`config.mk`:
```
export PLATFORM = sky130hd
export DESIGN_NAME = pipeline_debug_controller
export DESIGN_NICKNAME = d
export VERILOG_FILES = /design/src/rtl/pipeline_debug_controller.sv
export SDC_FILE = /design/constraint.sdc
export NUM_CORES = 1
export LEC_CHECK = 0
export BUFFER_PORTS_ARGS = -buffer_cell sky130_fd_sc_hd__buf_2
export CORE_MARGIN = 4
export CORE_UTILIZATION = 57
export CTS_BUF_LIST = sky130_fd_sc_hd__clkbuf_2
export DETAILED_ROUTE_END_ITERATION = 12
export GPL_ROUTABILITY_DRIVEN = 1
export PLACE_DENSITY_LB_ADDON = 0.08
export SKIP_CTS_REPAIR_TIMING = 1
export SKIP_LAST_GASP = 1
export SYNTH_ARGS = -nofsm -noshare
export SYNTH_HDL_FRONTEND = slang
export SYNTH_SLANG_ARGS = --single-unit
export TNS_END_PERCENT = 100
```
`constraint.sdc`:
```
create_clock -name i_clk -period 7.1 [get_ports i_clk]
set_input_delay 0.355 -clock i_clk [delete_from_list [all_inputs] [get_ports i_clk]]
set_output_delay 0.355 -clock i_clk [all_outputs]
set_load 0.005 [all_outputs]
```
`src/rtl/pipeline_debug_controller.sv`:
```
// Debug sequencer between the UART byte stream and the fetch stage: loads a program,
// runs or single-steps the pipeline, and acknowledges each command. Optional: DEBUG_STEP_EN.
module pipeline_debug_controller #(
  parameter int ADDR_WIDTH = 12
) (
  input  logic        i_clk,
  input  logic        i_reset,
  input  logic [7:0]  i_rx_data,
  input  logic        i_rx_valid,
  input  logic        i_tx_ready,
  input  logic        i_halted,
  output logic        o_write_instruction_mem,
  output logic [31:0] o_instruction_mem_addr,
  output logic [31:0] o_instruction_mem_data,
  output logic        o_stall,
  output logic        o_cpu_reset,
  output logic [7:0]  o_tx_data,
  output logic        o_tx_valid,
  output logic [2:0]  o_state
);

  localparam logic [7:0] CMD_LOAD = 8'h4C;
  localparam logic [7:0] CMD_RUN  = 8'h52;
`ifdef DEBUG_STEP_EN
  localparam logic [7:0] CMD_STEP = 8'h53;
`endif
  localparam logic [ADDR_WIDTH-1:0] LAST_ADDR = {ADDR_WIDTH{1'b1}};

  typedef enum logic [2:0] {
    IDLE = 3'd0,
    LOAD = 3'd1,
    RUN  = 3'd2,
`ifdef DEBUG_STEP_EN
    STEP = 3'd3,
`endif
    ACK  = 3'd4
  } state_t;

  state_t                state_q, state_d;
  logic [ADDR_WIDTH-1:0] cnt_q, cnt_d;
  logic [23:0]           hist_q, hist_d;
  logic [31:0]           word_w;
  logic                  we_q, we_d;
  logic [ADDR_WIDTH-1:0] waddr_q, waddr_d;
  logic [7:0]            wdata_q, wdata_d;
  logic                  stall_q, stall_d;
  logic                  cpu_rst_q, cpu_rst_d;
  logic [7:0]            tx_data_q, tx_data_d;
  logic                  tx_valid_q, tx_valid_d;

  // The three previous bytes plus the incoming one form the candidate word.
  assign word_w = {hist_q, i_rx_data};

  always_comb begin
    state_d    = state_q;
    cnt_d      = cnt_q;
    hist_d     = hist_q;
    we_d       = 1'b0;
    waddr_d    = waddr_q;
    wdata_d    = wdata_q;
    cpu_rst_d  = 1'b0;
    tx_data_d  = tx_data_q;
    tx_valid_d = tx_valid_q;
    case (state_q)
      IDLE: begin
        if (i_rx_valid) begin
          if (i_rx_data == CMD_LOAD) begin
            state_d   = LOAD;
            cnt_d     = '0;
            hist_d    = '0;
            cpu_rst_d = 1'b1;
          end else if (i_rx_data == CMD_RUN) begin
            state_d = RUN;
`ifdef DEBUG_STEP_EN
          end else if (i_rx_data == CMD_STEP) begin
            state_d = STEP;
`endif
          end
        end
      end
      LOAD: begin
        if (i_rx_valid) begin
          we_d    = 1'b1;
          waddr_d = cnt_q;
          wdata_d = i_rx_data;
          hist_d  = word_w[23:0];
          if (cnt_q[1:0] == 2'b11 && word_w == 32'hFFFF_FFFF) begin
            state_d    = ACK;
            tx_data_d  = 8'h4B;
            tx_valid_d = 1'b1;
          end else if (cnt_q == LAST_ADDR) begin
            state_d    = ACK;
            tx_data_d  = 8'h45;
            tx_valid_d = 1'b1;
          end else begin
            cnt_d = cnt_q + ADDR_WIDTH'(1);
          end
        end
      end
      RUN: begin
        if (i_halted) begin
          state_d    = ACK;
          tx_data_d  = 8'h48;
          tx_valid_d = 1'b1;
        end
      end
`ifdef DEBUG_STEP_EN
      STEP: begin
        state_d    = ACK;
        tx_data_d  = 8'h44;
        tx_valid_d = 1'b1;
      end
`endif
      ACK: begin
        if (tx_valid_q && i_tx_ready) begin
          state_d    = IDLE;
          tx_valid_d = 1'b0;
        end
      end
      default: state_d = IDLE;
    endcase
`ifdef DEBUG_STEP_EN
    stall_d = !(state_d == RUN || state_d == STEP);
`else
    stall_d = (state_d != RUN);
`endif
  end

  always_ff @(posedge i_clk) begin
    if (i_reset) begin
      state_q    <= IDLE;
      cnt_q      <= '0;
      hist_q     <= '0;
      we_q       <= 1'b0;
      waddr_q    <= '0;
      wdata_q    <= '0;
      stall_q    <= 1'b1;
      cpu_rst_q  <= 1'b0;
      tx_data_q  <= '0;
      tx_valid_q <= 1'b0;
    end else begin
      state_q    <= state_d;
      cnt_q      <= cnt_d;
      hist_q     <= hist_d;
      we_q       <= we_d;
      waddr_q    <= waddr_d;
      wdata_q    <= wdata_d;
      stall_q    <= stall_d;
      cpu_rst_q  <= cpu_rst_d;
      tx_data_q  <= tx_data_d;
      tx_valid_q <= tx_valid_d;
    end
  end

  assign o_state                 = state_q;
  assign o_stall                 = stall_q;
  assign o_write_instruction_mem = we_q;
  assign o_instruction_mem_addr  = {{(32-ADDR_WIDTH){1'b0}}, waddr_q};
  assign o_instruction_mem_data  = {24'd0, wdata_q};
  assign o_cpu_reset             = cpu_rst_q;
  assign o_tx_data               = tx_data_q;
  assign o_tx_valid              = tx_valid_q;

endmodule
```
==> flow_metrics.tcl <==
set metrics [dict create \
    critPathMaxFanout 26 \
    drv_cap 0 \
    synth_edf_count 0 \
    setup_viol 0 \
    switchingPower_uw 144.4 \
    status "completed" \
    netlist.area_leader.share_pct 44.14 \
    cp_top_family "simple AND/OR/NAND/NOR gates" \
    drt-vias-per-instance 5.253 \
    final_cell_area_um2 3229 \
    portBuffers 44 \
    clk_pin_slew_ns 0.17 \
    ys.flop_type "dfxtp_1" \
    yosys.area.top_type "dfxtp_1" \
    ios 92 \
    swShare_pct 25.14 \
    die_w_um 81.56 \
    track_usage_pct 20.33 \
    synthToLayoutAreaGrowth_pct 4.706 \
    root_buffer "clkbuf_2" \
    worstSetupPathType "reg2reg" \
    clock_path_buffers 2 \
    cts_tree "done" \
    antenna_found_initial 0 \
    crit_slowest_cell "nand2_1" \
    critPathLaunchType "flop" \
    yosys_warnings 0 \
    final_cell_mix "68 x dfxtp_1, 58 x a21oi_1, 57 x nand2_1, 47 x conb_1, 44 x buf_2" \
    ys_ff_latch 68 \
    layout_commonest_cell "dfxtp_1" \
    syn_inst 385 \
    fin_crit_ns 2.676 \
    die_area_um2 6652 \
    core-area_um2 5172 \
    cp_data_required_time_ns 7.52 \
    grt_pass1_vias 2139 \
    ant_nets 0 \
    finClkSkew_ns 0.02276 \
    diodes 0 \
    fmax_mhz 373.7 \
    synth_cell_types 43 \
    cts_buffers 9 \
    rsz0062_at_grt "no" \
    maxSlewHeadroom_pct 32.87 \
    power.share.combinational_pct 3.5 \
    hold_violations 0 \
    grt_pass1_wl_mm 10.39 \
    dp_hpwl_mm 4.463 \
    dr.pass1.iters 4 \
    start_util_pct 59.63 \
    drc 0 \
    power_leakage_uw 0.001353 \
    powerDensity_nw_per_um2 177.9 \
    vdd_drop_max_mv 0.1218 \
    rows 26 \
    pwr-share-clk_pct 29.9 \
    seqPwrFrac_pct 66.5 \
    vias 2600 \
    hp-class "in2reg" \
    worst-slew-pin-transition_ns 1.007 \
    syn_avg_cell_area_um2 8.011 \
    post_dp_cell_area_um2 3157 \
    layout-drive-gt1-share_pct 15.76 \
    grt_max_degree 60 \
    nNetsFinal 435 \
    slowest_delay_ns 0.58 \
    synth-async-reset-ratio_pct 0 \
    final_max_slew_viol_count 0 \
    drt-initial-drc-count 182 \
    h-tree-depth 3 \
    p_total_uw 574.5 \
    wl_per_cell_um 13.10 \
    period_share_pct 37.69 \
    gp_congestion 0.7913 \
    path_cells "nor3b_1 -> nand2_1 -> a22oi_2 -> nand2_2 -> or4_1 -> a21oi_1" \
    setup_tns_ns 0 \
    syn_area_um2 3084 \
    p_int_uw 430.1 \
    routed_wl_mm 6.486 \
    die_h_um 81.56 \
    worst_setup_path_end_kind "flop" \
    overflow 0 \
    ys_seq_area_share_pct 44.14 \
    insertion_delay_ns 0.47 \
    crit_arrival_ns 3.09 \
    synth.area.top_cells "dfxtp_1 44%, buf_4 11%, a21oi_1 9.4%" \
    clock-sinks 68 \
    worst-path-buf-inv 0 \
]
path summary, 6_finish.rpt:
check	slack (ns)	to	depth (start not counted)	start
worst max register to register	4.42	cnt_q[11]	6	o_state[0]
worst min-delay path	0.17	wdata_q[5]	3	i_rx_data[5]
worst max-delay path	4.42	cnt_q[11]	6	o_state[0]
worst min register to register	0.46	waddr_q[8]	2	waddr_q[8]
power groups by stage:
stage / Clock, uW / Sequential, uW / Combinational, uW
floorplan: 0 / 390 / 31.3
global placement: 0 / 390 / 19.2
CTS: 176 / 382 / 19.3
finish: 172 / 382 / 20.3
global route: 189 / 383 / 23.4
detailed placement: 0 / 390 / 19.4
worst register-to-register path: cells and delay by family (launching register included):
family / cells / cell delay (ns)
DFF: 1 / 0.48
and+or+nand+nor: 4 / 1.61
AOI/OAI and AO/OA: 2 / 0.55
stage by stage:
step	hold WS (ns)	worst slack [ns]	cells	utilization [%]
2_1_floorplan	0.4403	4.640	431	-
3_3_place_gp	0.4411	4.401	480	61.03
3_5_place_dp	0.4446	4.361	480	61.03
4_1_cts	0.1144	4.404	495	62.43
5_1_grt	0.1279	4.168	495	62.43
6_report	0.1665	4.424	495	62.43
registers in the layout, summed over array words and instances, names as in the netlist:
register,flops
o_tx_data,5
cnt_q,12
waddr_q,12
o_cpu_reset,1
hist_q,24
o_state,3
o_stall,1
wdata_q,8
o_tx_valid,1
o_write_instruction_mem,1
layout make-up:
type | instances | area [um2]
clock buffer | 11 | 55.05
tap | 70 | 87.58
inverter | 7 | 26.28
timing repair buffer | 48 | 250.2
clock inverter | 4 | 17.52
fill | 491 | 1943
multi-input combinational | 287 | 1431
sequential | 68 | 1361
synthesized netlist by cell type (4+ instances only):
cell type	instances
nor4_1	4
nor3_1	6
o21ai_0	6
a21oi_1	58
and3_1	17
nand2_1	57
inv_1	7
nor2_1	33
buf_4	47
nand4_1	11
or4_1	5
nand3_1	10
or3_1	4
clkbuf_1	20
dfxtp_1	68
logic make-up (layout without fill, tap and decap cells):
group,Yosys count,in the layout,synth area share [%]
AND/OR/NAND/NOR,157,157,24.79
other,1,47,0.1216
adder cells (fa/ha/maj),1,1,0.4056
buffers and inverters,76,70,15.21
AO/OA/AOI/OAI,80,80,14.73
multiplexers,1,1,0.3246
XOR/XNOR,1,1,0.2840
flip-flops,68,68,44.14
routing by layer:
layer / vias to the layer above / part of all wire, % / global-route usage, %
met5: - / 0 / 0
met4: 0 / 1.0 / 9.797
met3: 7 / 9.6 / 4.496
met2: 121 / 41 / 26.87
met1: 1161 / 49 / 30.70
li1: 1311 / - / -
No activity file was read; power rests on OpenSTA's default activity.
